<file path="config.mk">
export PLATFORM = sky130hd
export DESIGN_NAME = sample_output_serializer
export DESIGN_NICKNAME = d
export VERILOG_FILES = /design/src/rtl/sample_output_serializer_pkg.sv /design/src/rtl/sample_output_serializer_fifo.sv /design/src/rtl/sample_output_serializer.sv
export SDC_FILE = /design/constraint.sdc
export NUM_CORES = 1
export LEC_CHECK = 0
export CAP_MARGIN = 20
export CELL_PAD_IN_SITES_DETAIL_PLACEMENT = 1
export CELL_PAD_IN_SITES_GLOBAL_PLACEMENT = 2
export CORE_ASPECT_RATIO = 1.25
export CORE_MARGIN = 10
export CORE_UTILIZATION = 49
export DETAILED_ROUTE_END_ITERATION = 6
export PLACE_DENSITY = 0.95
export SYNTH_ARGS = -nofsm -noshare
export SYNTH_HDL_FRONTEND = slang
export SYNTH_SLANG_ARGS = --single-unit
</file>
<file path="constraint.sdc">
create_clock -name i_Clock -period 9.95 [get_ports i_Clock]
set_clock_uncertainty 0.15 [all_clocks]
set_input_delay 2.985 -clock i_Clock [delete_from_list [all_inputs] [get_ports i_Clock]]
set_output_delay 2.985 -clock i_Clock [all_outputs]
set_load 0.03 [all_outputs]
</file>
<file path="src/rtl/sample_output_serializer_pkg.sv">
// sample_output_serializer_pkg
// Shared definitions for the sample output serializer slice: serial frame
// geometry, the sample word type and small helpers that map a frame slot
// to its word-select level and to the sample bit carried in that slot.
// No ports (package).
package sample_output_serializer_pkg;

  localparam int SLOTS_PER_FRAME = 32;
  localparam int WS_HIGH_FIRST   = 15;
  localparam int WS_HIGH_LAST    = 30;
  localparam int SAMPLE_WIDTH    = 16;
  localparam int SLOT_W          = $clog2(SLOTS_PER_FRAME);

  typedef logic signed [SAMPLE_WIDTH-1:0] sample_t;
  typedef logic [SLOT_W-1:0]              slot_t;

  // Word select leads the MSB by one slot, so it is high from the last
  // left-channel slot up to the second-to-last right-channel slot.
  function automatic logic ws_for_slot(input slot_t s);
    return (s >= slot_t'(WS_HIGH_FIRST)) && (s <= slot_t'(WS_HIGH_LAST));
  endfunction

  // Both channel halves send bits 15..0, so the bit index is 15 minus
  // the slot position within its half.
  function automatic logic [3:0] bit_index(input slot_t s);
    return ~s[3:0];
  endfunction

endpackage

</file>
<file path="src/rtl/sample_output_serializer_fifo.sv">
// sample_fifo
// Synchronous sample FIFO with asynchronous active-high reset.
// A pop on a non-empty FIFO frees a slot in the same cycle, so a push
// while full succeeds when it coincides with a pop. A pop on an empty
// FIFO is ignored and a coincident push is simply stored.
// Ports:
//   i_Clock, i_Reset       clock and async active-high reset
//   push, push_data        write request and sample to store at the tail
//   pop                    read request, removes the head when non-empty
//   pop_data               current head sample (valid when not empty)
//   full, empty, count     occupancy status
module sample_fifo
  import sample_output_serializer_pkg::*;
#(
  parameter int FIFO_DEPTH = 8
) (
  input  logic                        i_Clock,
  input  logic                        i_Reset,
  input  logic                        push,
  input  sample_t                     push_data,
  input  logic                        pop,
  output sample_t                     pop_data,
  output logic                        full,
  output logic                        empty,
  output logic [$clog2(FIFO_DEPTH):0] count
);

  localparam int PTR_W = $clog2(FIFO_DEPTH);
  localparam logic [PTR_W:0] DEPTH_COUNT = (PTR_W+1)'(FIFO_DEPTH);

  sample_t          mem [FIFO_DEPTH];
  logic [PTR_W-1:0] wr_ptr;
  logic [PTR_W-1:0] rd_ptr;
  logic             do_push;
  logic             do_pop;

  assign full     = (count == DEPTH_COUNT);
  assign empty    = (count == '0);
  assign do_pop   = pop & ~empty;
  // Pop is resolved first, so a full FIFO still accepts a push on a pop cycle.
  assign do_push  = push & (~full | do_pop);
  assign pop_data = mem[rd_ptr];

  always_ff @(posedge i_Clock) begin
    if (do_push) begin
      mem[wr_ptr] <= push_data;
    end
  end

  // Pointers wrap naturally because the depth is a power of two; the count
  // cannot pass the depth since pushes are refused when full.
  always_ff @(posedge i_Clock or posedge i_Reset) begin
    if (i_Reset) begin
      wr_ptr <= '0;
      rd_ptr <= '0;
      count  <= '0;
    end else begin
      if (do_push) wr_ptr <= wr_ptr + PTR_W'(1);
      if (do_pop)  rd_ptr <= rd_ptr + PTR_W'(1);
      case ({do_push, do_pop})
        2'b10:   count <= count + (PTR_W+1)'(1);
        2'b01:   count <= count - (PTR_W+1)'(1);
        default: count <= count;
      endcase
    end
  end

endmodule

</file>
<file path="src/rtl/sample_output_serializer.sv">
// sample_output_serializer
// Buffers mono samples from the sample generator and streams them at the
// fixed frame rate onto an I2S-style serial DAC link, duplicating each
// sample to left and right. Flags dropped samples and starved frames.
// Ports:
//   i_Clock, i_Reset   system clock, async active-high reset
//   i_SampleReady      one-cycle pulse qualifying i_Sample
//   i_Sample           signed 16-bit sample
//   i_ClearFlags       clears both sticky flags
//   o_BitClock         serial bit clock
//   o_WordSelect       0 = left, 1 = right (leads the MSB by one slot)
//   o_SerialData       serial data, MSB first
//   o_FifoCount        FIFO occupancy
//   o_Overflow         sticky: sample dropped on a full FIFO
//   o_Underflow        sticky: frame started with an empty FIFO
module sample_output_serializer #(
  parameter int FIFO_DEPTH   = 8,
  parameter int BCLK_DIV     = 4,
  parameter int SAMPLE_WIDTH = 16
) (
  input  logic                        i_Clock,
  input  logic                        i_Reset,
  input  logic                        i_SampleReady,
  input  logic [SAMPLE_WIDTH-1:0]     i_Sample,
  input  logic                        i_ClearFlags,
  output logic                        o_BitClock,
  output logic                        o_WordSelect,
  output logic                        o_SerialData,
  output logic [$clog2(FIFO_DEPTH):0] o_FifoCount,
  output logic                        o_Overflow,
  output logic                        o_Underflow
);

  import sample_output_serializer_pkg::*;

  localparam int DIV_W = $clog2(BCLK_DIV);
  localparam logic [DIV_W-1:0] DIV_LAST = DIV_W'(BCLK_DIV - 1);

  logic [DIV_W-1:0] div_count;
  slot_t            slot;
  slot_t            next_slot;
  sample_t          hold;
  sample_t          fifo_head;
  sample_t          frame_sample;
  logic             div_tick;
  logic             fall_edge;
  logic             frame_start;
  logic             fifo_full;
  logic             fifo_empty;
  logic             overflow_set;
  logic             underflow_set;

  sample_fifo #(
    .FIFO_DEPTH (FIFO_DEPTH)
  ) u_fifo (
    .i_Clock   (i_Clock),
    .i_Reset   (i_Reset),
    .push      (i_SampleReady),
    .push_data (sample_t'(i_Sample)),
    .pop       (frame_start),
    .pop_data  (fifo_head),
    .full      (fifo_full),
    .empty     (fifo_empty),
    .count     (o_FifoCount)
  );

  assign div_tick    = (div_count == DIV_LAST);
  assign fall_edge   = div_tick & o_BitClock;
  assign frame_start = fall_edge & (slot == slot_t'(SLOTS_PER_FRAME - 1));
  assign next_slot   = slot + slot_t'(1);

  // On the frame boundary the new head is used directly so its MSB goes out
  // in the same cycle it is popped; a starved frame repeats the held sample.
  assign frame_sample = (frame_start && !fifo_empty) ? fifo_head : hold;

  // A full FIFO only drops when no pop frees a slot in the same cycle.
  assign overflow_set  = i_SampleReady & fifo_full & ~frame_start;
  assign underflow_set = frame_start & fifo_empty;

  // Bit clock generation and slot sequencing; data and word select change
  // together with the falling bit clock so the DAC samples them on the rise.
  always_ff @(posedge i_Clock or posedge i_Reset) begin
    if (i_Reset) begin
      div_count    <= '0;
      o_BitClock   <= 1'b0;
      slot         <= slot_t'(SLOTS_PER_FRAME - 1);
      hold         <= '0;
      o_SerialData <= 1'b0;
      o_WordSelect <= 1'b0;
    end else begin
      if (div_tick) begin
        div_count  <= '0;
        o_BitClock <= ~o_BitClock;
      end else begin
        div_count  <= div_count + DIV_W'(1);
      end
      if (fall_edge) begin
        slot         <= next_slot;
        o_WordSelect <= ws_for_slot(next_slot);
        o_SerialData <= frame_sample[bit_index(next_slot)];
        if (frame_start) begin
          hold <= frame_sample;
        end
      end
    end
  end

  // Sticky flags: a set event in the same cycle beats a clear request.
  always_ff @(posedge i_Clock or posedge i_Reset) begin
    if (i_Reset) begin
      o_Overflow  <= 1'b0;
      o_Underflow <= 1'b0;
    end else begin
      if (overflow_set)      o_Overflow  <= 1'b1;
      else if (i_ClearFlags) o_Overflow  <= 1'b0;
      if (underflow_set)     o_Underflow <= 1'b1;
      else if (i_ClearFlags) o_Underflow <= 1'b0;
    end
  end

endmodule
</file>
==> results of run 1 <==
-- layout make-up --
type	instances	area, sq um
clock buffer	17	425
clock inverter	14	119
fill	1229	5920
inverter	6	22.5
multi-input combinational	200	1870
sequential	166	4800
tap	175	219
timing repair buffer	40	370
-- logic make-up (layout without fill, tap and decap cells) --
group | Yosys count | in the layout | share of synthesized area
xor gates and xnor gates | 15 | 15 | 0.0191
and+or+nand+nor | 73 | 73 | 0.0473
AOI/OAI and AO/OA | 52 | 52 | 0.0484
buffers and inverters | 27 | 77 | 0.0300
adders and majority gates | 10 | 10 | 0.0182
DFF | 166 | 166 | 0.699
muxes | 50 | 50 | 0.138
-- layer usage --
layer	part of all wire	GRT usage	routed length, microns	vias to the layer above
met5	0	0	0	-
met4	0.021	0.0690	290	0
met3	0.031	0.0296	435	20
met2	0.54	0.258	7620	62
met1	0.41	0.176	5750	1857
li1	-	-	-	1611
-- cells in the mapped netlist (6+ instances only) --
library cell | n | area share
a211oi_1 | 7 | 0.0076
mux4_2 | 30 | 0.098
buf_6 | 6 | 0.0098
xor2_1 | 7 | 0.0089
o21ai_0 | 6 | 0.0044
a21oi_1 | 23 | 0.017
nand2_1 | 23 | 0.013
mux2_2 | 6 | 0.0098
ha_1 | 10 | 0.018
dfrtp_1 | 33 | 0.12
mux2i_1 | 10 | 0.015
xnor2_1 | 8 | 0.010
nor2_1 | 28 | 0.015
edfxtp_1 | 128 | 0.56
-- flip-flops by register name (all words and copies together) (netlist names) --
register and cells:
u_fifo.count 4, u_fifo.rd_ptr 3, u_fifo.wr_ptr 3, o_WordSelect 1, o_BitClock 1, u_fifo.mem 128
slot 5, o_Overflow 1, hold 16, div_count 2, o_SerialData 1, o_Underflow 1
-- power breakdown --
part	switching, mW	internal (mW)	leakage, nW
combinational	0.127	0.0801	0.784
clock	0.280	0.326	0.264
sequential	0.0450	0.840	1.66
total	0.452	1.25	2.70
-- path summary, 6_finish.rpt --
path                                        start                     endpoint  slack [ps]  depth (start not counted)
max                        o_BitClock$_DFFE_PP0N_                   o_BitClock        5140                          1
min                        div_count[0]$_DFF_PP0_       div_count[0]$_DFF_PP0_         290                          1
min reg2reg                div_count[0]$_DFF_PP0_       div_count[0]$_DFF_PP0_         290                          1
min in group asynchronous                 i_Reset       o_Overflow$_DFFE_PP0P_        2830                          3
max reg2reg                   slot[0]$_DFFE_PP1P_  u_fifo.count[2]$_DFFE_PP0P_        5920                         13
max in group asynchronous                 i_Reset          slot[0]$_DFFE_PP1P_        6460                          3
==> impl_metrics.csv, run 1 <==
group,metric,value,unit
status,status,"complete, no violations",
timing,max-slew-margin-rel,0.435,
cells_and_area,fin_util,0.569,
worst_setup_path,cp-end-kind,"primary output",
floorplan,core,13800,sq um
cells_and_area,final_cell_mix,"edfxtp_1, dfrtp_1, mux4_2",
synth,synth_nets,423,
cells_and_area,area_growth,14.0,%
floorplan,die_w,126,microns
route,wl_per_cell,22.8,microns
min_path,hp-class,"register to register",
global_routing,globalRouteTotalUtil,0.150,
worst_setup_path,crit_family,"buffers and inverters",
clock_network,cts_root_buf,"clkbuf_16",
global_routing,grt_first_pass_wirelength,22.4,mm
cells_and_area,nets,461,
timing,fin_crit_sh,0.483,
cells_and_area,final_common_cell,"edfxtp_1",
power_and_ir_drop,power_density,217,nW/um^2
global_routing,grt_max_degree,39,
timing,worstMarginPinSlew,841,ps
route,viasPerCell,5.74,
clock_network,cts_resized,0,
global_routing,grt_pass1_vias,3987,
power_and_ir_drop,power.leakage,2.70,nW
placed_design,pre_cts_ws,4730,ps
route,drt-pass1-iter-count,6,
synth,synth_edf_count,128,
floorplan,io_pins,29,
worst_setup_path,start_kind,"register",
timing,grt_setup_unrepaired,"false",
synth,ys_seq_elements,166,
clock_network,clock_sinks,166,
timing,final_hold_viol_count,0,
clock_network,cts_buffers,17,
synth,ys.flop_type,"edfxtp_1",
route,drt_iter0_markers,263,
synth,netlist_area,6870,sq um
cells_and_area,diodes,0,
route,drc,0,
placed_design,hpwlAfterDp,9.03,mm
worst_setup_path,cpMaxStageDelayCell,"clkdlybuf4s50_1",
synth,synth.avg_cell_area,17.5,sq um
timing,timing.final.ws_setup,5140,ps
floorplan,num_rows,48,
floorplan,die_height,152,microns
worst_setup_path,path_cells,"clkdlybuf4s50_1",
worst_setup_path,critPathKind,"register to primary output",
synth,synth-async-reset-ratio,0.229,
synth,synth_cell_types,44,
route,ant_nets,0,
global_routing,overflow,0,
worst_setup_path,cp.required,6820,ps
synth,yosysWarnings,0,
route,wl,14.1,mm
run,max_cap_viol_count,0,
route,via_count,3550,
floorplan,initial_core_util,0.500,
timing,layout_min_cycle_time,4810,ps
clock_network,htreeDepth,4,
worst_setup_path,critPathBufInv,1,
placed_design,dpl_cell_area,7290,sq um
worst_setup_path,slowest_delay,740,ps
placed_design,portBuffers,28,
cells_and_area,drive_gt1_frac,0.201,
clock_network,cts_buffer_depth,2,
timing,slew_violations,0,
synth,netlist_instances,393,
worst_setup_path,cp_max_fo,10,
cells_and_area,final_cells,618,
global_routing,antenna_found_initial,0,
clock_network,clk_pin_slew_worst_paths,60,ps
power_and_ir_drop,peakVddDrop,155,uV
timing,setup_viol,0,
clock_network,cts_hold_buffers,0,
synth,ys_seq_area_frac,0.699,
timing,tns,0,ps
floorplan,dieArea,19200,sq um
power_and_ir_drop,total_power,1.70,mW
clock_network,clk_latency,420,ps
clock_network,cts_tree,"yes",
worst_setup_path,worstPathArrival,1670,ps
timing,hold_ws,287,ps
clock_network,postCtsSetupBuffers,0,
placed_design,gp_congestion,0.748,
placed_design,dp.cells,587,
cells_and_area,design_area,7830,sq um
timing,fmax,208,MHz
Power figures use the tool's default switching activity.
==> run 2, diff against run 1 <==
--- a/config.mk
+++ b/config.mk
@@ -10,9 +10,9 @@
 export CELL_PAD_IN_SITES_GLOBAL_PLACEMENT = 2
 export CORE_ASPECT_RATIO = 1.25
 export CORE_MARGIN = 10
-export CORE_UTILIZATION = 49
+export CORE_UTILIZATION = 46
 export DETAILED_ROUTE_END_ITERATION = 6
-export PLACE_DENSITY = 0.95
+export PLACE_DENSITY = 0.9
 export SYNTH_ARGS = -nofsm -noshare
 export SYNTH_HDL_FRONTEND = slang
 export SYNTH_SLANG_ARGS = --single-unit
==> constraint.sdc (replaced) <==
create_clock -name i_Clock -period 5.05 [get_ports i_Clock]
set_clock_uncertainty 0.15 [all_clocks]
set_input_delay 1.515 -clock i_Clock [delete_from_list [all_inputs] [get_ports i_Clock]]
set_output_delay 1.515 -clock i_Clock [all_outputs]
set_load 0.03 [all_outputs]
==> run 2 against run 1 <==
  * Utilization is 2.3 points lower
  * Non-clock buffer count is 3 higher
  * Sequential cell count stayed put
==> impl_metrics.csv, run 2 (synthesized netlist as in run 1, its figures left out) <==
group,metric,value,unit
cells_and_area,top_regs,"u_fifo.mem: 128 flops, hold: 16 flops, slot: 5 flops",
global_routing,antenna_found_initial,0,
timing,max-slew-margin-rel,0.355,
global_routing,globalRouteTotalUtil,0.156,
cells_and_area,area_growth,15.6,%
cells_and_area,diodes,0,
cells_and_area,top_register,"u_fifo.mem",
min_path,hp-class,"register to register",
timing,layout_min_cycle_time,3630,ps
timing,tns,0,ps
route,via_count,3593,
floorplan,core,14500,sq um
cells_and_area,largest_register_ffs,128,
route,drt-pass1-iter-count,4,
worst_setup_path,timing.rr.start,"slot[0]$_DFFE_PP1P_",
clock_network,cts_resized,0,
floorplan,die_w,129,microns
worst_setup_path,cpMaxStageDelayCell,"dfstp_2",
min_path,hp-start,"div_count[0]$_DFF_PP0_",
route,drt_iter0_markers,302,
floorplan,io_pins,29,
cells_and_area,final_cell_mix,"edfxtp_1, dfrtp_1, mux4_2",
global_routing,grt_max_degree,39,
clock_network,cts_hold_buffers,0,
cells_and_area,drive_gt1_frac,0.204,
floorplan,die_height,157,microns
worst_setup_path,cp.required,5200,ps
timing,fmax,275,MHz
timing,hold_ws,287,ps
worst_setup_path,cp-end-kind,"register",
clock_network,cts_root_buf,"clkbuf_16",
global_routing,overflow,0,
clock_network,cts_buffer_depth,2,
cells_and_area,fin_util,0.547,
clock_network,postCtsSetupBuffers,0,
worst_setup_path,path_cells,"ha_1 > and3_1 > ha_1 > and3_1 > nand2_2 > inv_2 > ha_1 > xor2_1 > ha_1 > a21oi_1 > xor2_1 > nor2_1 > xor2_1",
timing,final_hold_viol_count,0,
floorplan,num_rows,49,
route,viasPerCell,5.76,
cells_and_area,nets,464,
timing,worstMarginPinSlew,967,ps
clock_network,clk_pin_slew_worst_paths,60,ps
status,status,"complete, no violations",
global_routing,grt_first_pass_wirelength,23.5,mm
power_and_ir_drop,power.leakage,2.76,nW
run,max_cap_viol_count,0,
worst_setup_path,start_kind,"register",
floorplan,initial_core_util,0.473,
clock_network,clk_latency,430,ps
clock_network,cts_buffers,17,
power_and_ir_drop,total_power,3.49,mW
worst_setup_path,critPathKind,"register to register",
route,wl_per_cell,24.0,microns
route,ant_nets,0,
worst_setup_path,crit_path_start,"slot[0]$_DFFE_PP1P_",
clock_network,htreeDepth,4,
placed_design,gp_congestion,0.793,
timing,slew_violations,0,
clock_network,clock_sinks,166,
cells_and_area,final_common_cell,"edfxtp_1",
floorplan,dieArea,20300,sq um
global_routing,grt_pass1_vias,3978,
timing,grt_setup_unrepaired,"false",
worst_setup_path,cpMostUsedCell,"ha_1",
timing,setup_viol,0,
power_and_ir_drop,peakVddDrop,253,uV
placed_design,hpwlAfterDp,9.29,mm
placed_design,portBuffers,28,
route,wl,14.9,mm
clock_network,cts_tree,"yes",
worst_setup_path,cp_max_fo,15,
worst_setup_path,worstPathArrival,3790,ps
timing,fin_crit_sh,0.720,
route,drc,0,
power_and_ir_drop,power_density,439,nW/um^2
worst_setup_path,slowest_delay,650,ps
[run 2: critical path, delay by kind of cell (launching register included)]
| kind | cells | cell delay [ps] |
|---|---|---|
| AO/OA/AOI/OAI | 1 | 140 |
| XOR/XNOR | 3 | 390 |
| buffers and inverters | 1 | 300 |
| AND/OR/NAND/NOR | 4 | 960 |
| adder cells (fa/ha/maj) | 4 | 920 |
| flip-flops | 1 | 650 |
[run 2: worst paths after layout]
path	to	slack, ps	depth (start not counted)
setup reg to reg	u_fifo.count[2]$_DFFE_PP0P_	1420	13
setup / recovery	u_fifo.count[2]$_DFFE_PP0P_	1420	13
min in group asynchronous	o_Overflow$_DFFE_PP0P_	1360	3
hold reg to reg	div_count[0]$_DFF_PP0_	290	1
hold / removal	div_count[0]$_DFF_PP0_	290	1
max in group asynchronous	slot[1]$_DFFE_PP1P_	3020	3
[run 2: per-stage QoR]
step	area (sq um)	instances	worst slack [ps]
2_1_floorplan	6870	393	1360
3_3_place_gp	7300	592	1380
3_5_place_dp	7300	592	1300
4_1_cts	7920	623	1350
5_1_grt	7940	624	1070
6_report	7940	624	1420
[run 2: layout make-up]
class / count / area [sq um]
clock inverters: 13 / 181
inverters: 6 / 22.5
repair buffers: 43 / 413
fillers: 1340 / 6590
well taps: 178 / 223
clock buffers: 18 / 429
flip-flops and latches: 166 / 4800
multi-input cells: 200 / 1870
[run 2: metal layers]
layer,wire length [microns],GRT usage,share of wire
met3,603,0.0355,0.040
met5,0,0,0
met2,8140,0.271,0.54
met1,5980,0.184,0.40
met4,228,0.0564,0.015
[run 2: where the power goes]
part	internal (mW)	switching, mW
Sequential	1.66	0.0867
Combinational	0.157	0.254
Clock	0.823	0.510
Total	2.64	0.851
==> edit 1 (flow settings as in run 2) <==
Compare `count` against `DEPTH_COUNT` with >= in place of ==.
--- a/src/rtl/sample_output_serializer_fifo.sv
+++ b/src/rtl/sample_output_serializer_fifo.sv
@@ -36,3 +36,3 @@
 
-  assign full     = (count == DEPTH_COUNT);
+  assign full     = (count >= DEPTH_COUNT);
   assign empty    = (count == '0);
Check against the original RTL: no difference found for any inputs over 10 cycles, from zero or initial values and one cycle with i_Reset high; that may be too few to reach the edited logic, so the function may still have changed.
==> edit 1 against run 2 <==
First-iteration DRC count fell by 6.0%; sequential cell count did not move; total power fell by 2.8%; largest cell class unchanged; critical endpoint is now o_SerialData; routed wire length fell by 1.7%; worst setup slack improved by 230 ps; area after synthesis fell by 2.8%; final area fell by 1.9%.
==> edit 1: results (changes against run 2) <==
----------------------------------------------------
[Logic synthesis]
  Net Count, Synth ... 404 (was 423)
  Share of cell area taken by muxes after synthesis ... 13.8% (about the same)
  Share of synthesized area occupied by flip-flops and latches ... 71.9% (was 69.9%)
  Leading cell types by count after synthesis ... edfxtp_1 (128), mux4_2 (34), dfrtp_1 (33), a21oi_1 (19), nor2_1 (19) (was edfxtp_1 (128), dfrtp_1 (33), mux4_2 (30), nor2_1 (28))
  Number of instances in the synthesized netlist ... 376 (was 393)
  Distinct cell type count after synthesis ... 46 (was 44)

[Global route]
  Global-route wire length before repair ... 23.1 mm (was 23.5 mm)
  Combined global-route utilization of all metal layers ... 15.6% (about the same)
  Via count of the first global-routing pass ... 3905 (was 3978)

[Place]
  Worst slack at placement ... 1500 ps (was 1300 ps)
  Placed wire-length estimate after detailed placement ... 9.80 mm (was 9.29 mm)
  Final weighted congestion in routability-driven placement ... 0.806 (was 0.793)
  Instance count after placement with tap cells included ... 578 (was 592)

[Critical path]
  Setup slack of the most critical reg-to-reg path ... 1640 ps (was 1420 ps)
  Largest fanout on the critical path ... 28 (was 15)
  CP peak stage delay ... 630 ps (was 650 ps)
  R2r worst-path depth ... 9 (was 13)
  WP data arrival ... 3560 ps (was 3790 ps)

[Hold path]
  Type of the most critical hold path ... reg -> reg (unchanged)

[Finish]
  Number of fillers in the final layout ... 1337 (was 1340)
  Share of cells above drive strength 1 ... 21.9% (was 20.4%)
  Total number of nets in the final design ... 448 (was 464)

[Power and ir drop]
  Peak supply drop ... 0.000268 V (was 0.000253 V)
  Share of total power in combinational logic ... 12.3% (was 11.8%)
  Switching power as a share of total power ... 26.9% (was 24.4%)
  Static leakage ... 2.70 nW (was 2.76 nW)
  Total clock network power ... 1.22 mW (was 1.33 mW)

[Run status]
  Result of the run ... finished, final reports clean (unchanged)

[Route]
  Routed WL ... 14.7 mm (was 14.9 mm)
  Average detailed-routed wire length per instance ... 24.0 um (about the same)
  DRC violation total after the first TritonRoute iteration ... 284 (was 302)

[STA]
  Period Utilization, post-route ... 67.5% (was 72.0%)
  Least-Margin Pin Slew ... 1020 ps (was 967 ps)

[Clock tree]
  Root Driver ... clkbuf_16 (unchanged)

----------------------------------------------------
==> edit 1: layer usage <==
layer / global-route usage (%) / wire length, um / vias up
met1: 19.0 / 6010 / 1881
li1: - / - / 1568
met5: 0 / 0 / -
met2: 26.0 / 7840 / 93
met3: 3.93 / 692 / 10
met4: 5.69 / 143 / 0
==> edit 1: through the flow <==
step	area, um2	hold WS [ps]	utilization (%)	power, mW
global placement	7210	269	50.2	2.16
global route	7790	312	54.3	3.53
finish	7790	282	54.3	3.39
CTS	7770	289	54.1	3.42
detailed placement	7210	281	50.2	2.20
floorplan	6680	260	-	1.99
==> edit 1: critical path, delay by kind of cell, from the launching register on <==
family	cells	cell delay [ps]
simple gates	4	1150
compound gates	3	910
flops	1	630
fa+ha+maj	2	430
==> edit 1: area by class of cell <==
type	instances	area share [%]
repair buffers	42	5.20
well taps	178	2.86
multi-input cells	182	22.6
inverters	11	0.530
clock inverters	15	1.73
clock buffers	17	5.46
flip-flops and latches	166	61.6
==> edit 2 (flow settings as in run 2) <==
Without the edit above. Set the parameter `BCLK_DIV` to 8 (it was 4).
--- a/src/rtl/sample_output_serializer.sv
+++ b/src/rtl/sample_output_serializer.sv
@@ -17,3 +17,3 @@
   parameter int FIFO_DEPTH   = 8,
-  parameter int BCLK_DIV     = 4,
+  parameter int BCLK_DIV     = 8,
   parameter int SAMPLE_WIDTH = 16
Function: changed (a bounded check fails within 10 cycles, from zero or initial values and one cycle with i_Reset high).
==> edit 2 against run 2 <==
Sequential cell count rose by 1; worst setup slack got worse by 50 ps; total power down 3.8%; final area decreased by 1.3%; clock power decreased by 9.8%; area after synthesis is 1.0% lower; routed wire length down 4.3%; first-iteration DRC count shrank 9.6%.
==> edit 2: results (changes against run 2) <==
----------------------------------------------------
[Power and ir drop]
  Static leakage ... 2.74 nW (was 2.76 nW)
  Seq pwr share ... 52.1% (was 50.0%)
  Power spent charging and discharging nets ... 895 uW (was 851 uW)
  Peak supply drop ... 0.000216 V (was 0.000253 V)
  Power consumed by combinational cells ... 410 uW (was 411 uW)

[Route]
  Average detailed-routed wire length per instance ... 23.4 um (was 24.0 um)
  First drt pass iteration count ... 5 (was 4)
  Via density ... 5.76 (about the same)
  DRC violation total after the first TritonRoute iteration ... 273 (was 302)
  Total vias in the final route ... 3524 (was 3593)

[Critical path]
  WP data arrival ... 3840 ps (was 3790 ps)
  Setup slack of the most critical reg-to-reg path ... 1370 ps (was 1420 ps)
  Largest fanout on the critical path ... 14 (was 15)
  CP peak stage delay ... 660 ps
  R2r worst-path depth ... 15 (was 13)

[Logic synthesis]
  Share of synthesized area occupied by flip-flops and latches ... 71.0% (was 69.9%)
  Leading cell types by count after synthesis ... edfxtp_1 (128), dfrtp_1 (34), mux4_2 (29), a21oi_1 (28), nand2_1 (18) (was edfxtp_1 (128), dfrtp_1 (33), mux4_2 (30), nor2_1 (28))
  Distinct cell type count after synthesis ... 42 (was 44)
  Number of instances in the synthesized netlist ... 382 (was 393)
  Async set-reset flop share out of synthesis ... 23.4% (was 22.9%)
  Largest cells by area after synthesis ... edfxtp_1 (57%), dfrtp_1 (13%), mux4_2 (9.6%), mux2i_1 (2.2%), a21oi_1 (2.1%) (was edfxtp_1 (56%), dfrtp_1 (12%), mux4_2 (9.8%), dfstp_2 (1.9%), ha_1 (1.8%))
  Net Count, Synth ... 413 (was 423)

[Place]
  Final weighted congestion in routability-driven placement ... 0.794 (was 0.793)
  Placed wire-length estimate after detailed placement ... 9.16 mm (was 9.29 mm)
  Instance count after placement with tap cells included ... 580 (was 592)

[Finish]
  Number of fillers in the final layout ... 1326 (was 1340)
  Total number of nets in the final design ... 452 (was 464)

[Global route]
  Pin count of the biggest net entering global routing ... 34 (was 39)
  Combined global-route utilization of all metal layers ... 15.1% (was 15.6%)
  Global-route wire length before repair ... 22.6 mm (was 23.5 mm)
  Via count of the first global-routing pass ... 3880 (was 3978)

[STA]
  Max-slew violations ... 0 (unchanged)
  Least-Margin Pin Slew ... 818 ps (was 967 ps)

[Run status]
  Result of the run ... finished, final reports clean (unchanged)

[Clock tree]
  Clock transition at path regs ... 70 ps

----------------------------------------------------
-- edit 2: cell types whose count changed after synthesis, sizes merged, moves of 3 or more --
| cell | before | now |
|---|---|---|
| a21oi | 23 | 28 |
| clkbuf | 9 | 5 |
| mux2i | 10 | 15 |
| nor2 | 28 | 17 |
| a211oi | 7 | 3 |
| nand2 | 24 | 18 |
| buf | 12 | 15 |
-- edit 2: worst reg2reg max path: cells and delay by family, from the launching register on --
kind,cells,cell delay (ps)
XOR/XNOR,3,460
AO/OA/AOI/OAI,1,140
flip-flops,1,660
buffers and inverters,1,110
adder cells (fa/ha/maj),4,890
AND/OR/NAND/NOR,6,1160
-- edit 2: cell type report --
type / instances / area share (%)
clock buffers: 18 / 5.48
clock inverters: 14 / 1.45
inverters: 6 / 0.287
multi-input cells: 189 / 23.6
flip-flops and latches: 167 / 61.6
well taps: 178 / 2.84
repair buffers: 40 / 4.73
-- edit 2: per-stage QoR --
stage / power, mW / instance area [um2] / setup WS (ps) / hold slack, ps
finish: 3.35 / 7840 / 1370 / 285
global route: 3.49 / 7840 / 981 / 303
CTS: 3.39 / 7840 / 1330 / 290
detailed placement: 2.19 / 7290 / 1340 / 283
floorplan: 1.99 / 6800 / 1220 / 260
global placement: 2.16 / 7290 / 1370 / 272
-- edit 2: cell families after synthesis --
family          count (synthesis)  synth area share (%)
mux                            55                  14.5
buf+inv                        26                  1.91
xor+xnor                       15                  1.93
flops                         167                  71.0
simple gates                   55                  3.79
compound gates                 53                  4.84
fa+ha+maj                      11                  2.02
-- edit 2: metal layers --
layer	track usage, %	part of all wire, %	vias to the layer above
met5	0	0	-
met4	5.70	1.5	0
met3	3.60	2.9	15
met2	25.6	53	63
met1	18.4	43	1867
li1	-	-	1579
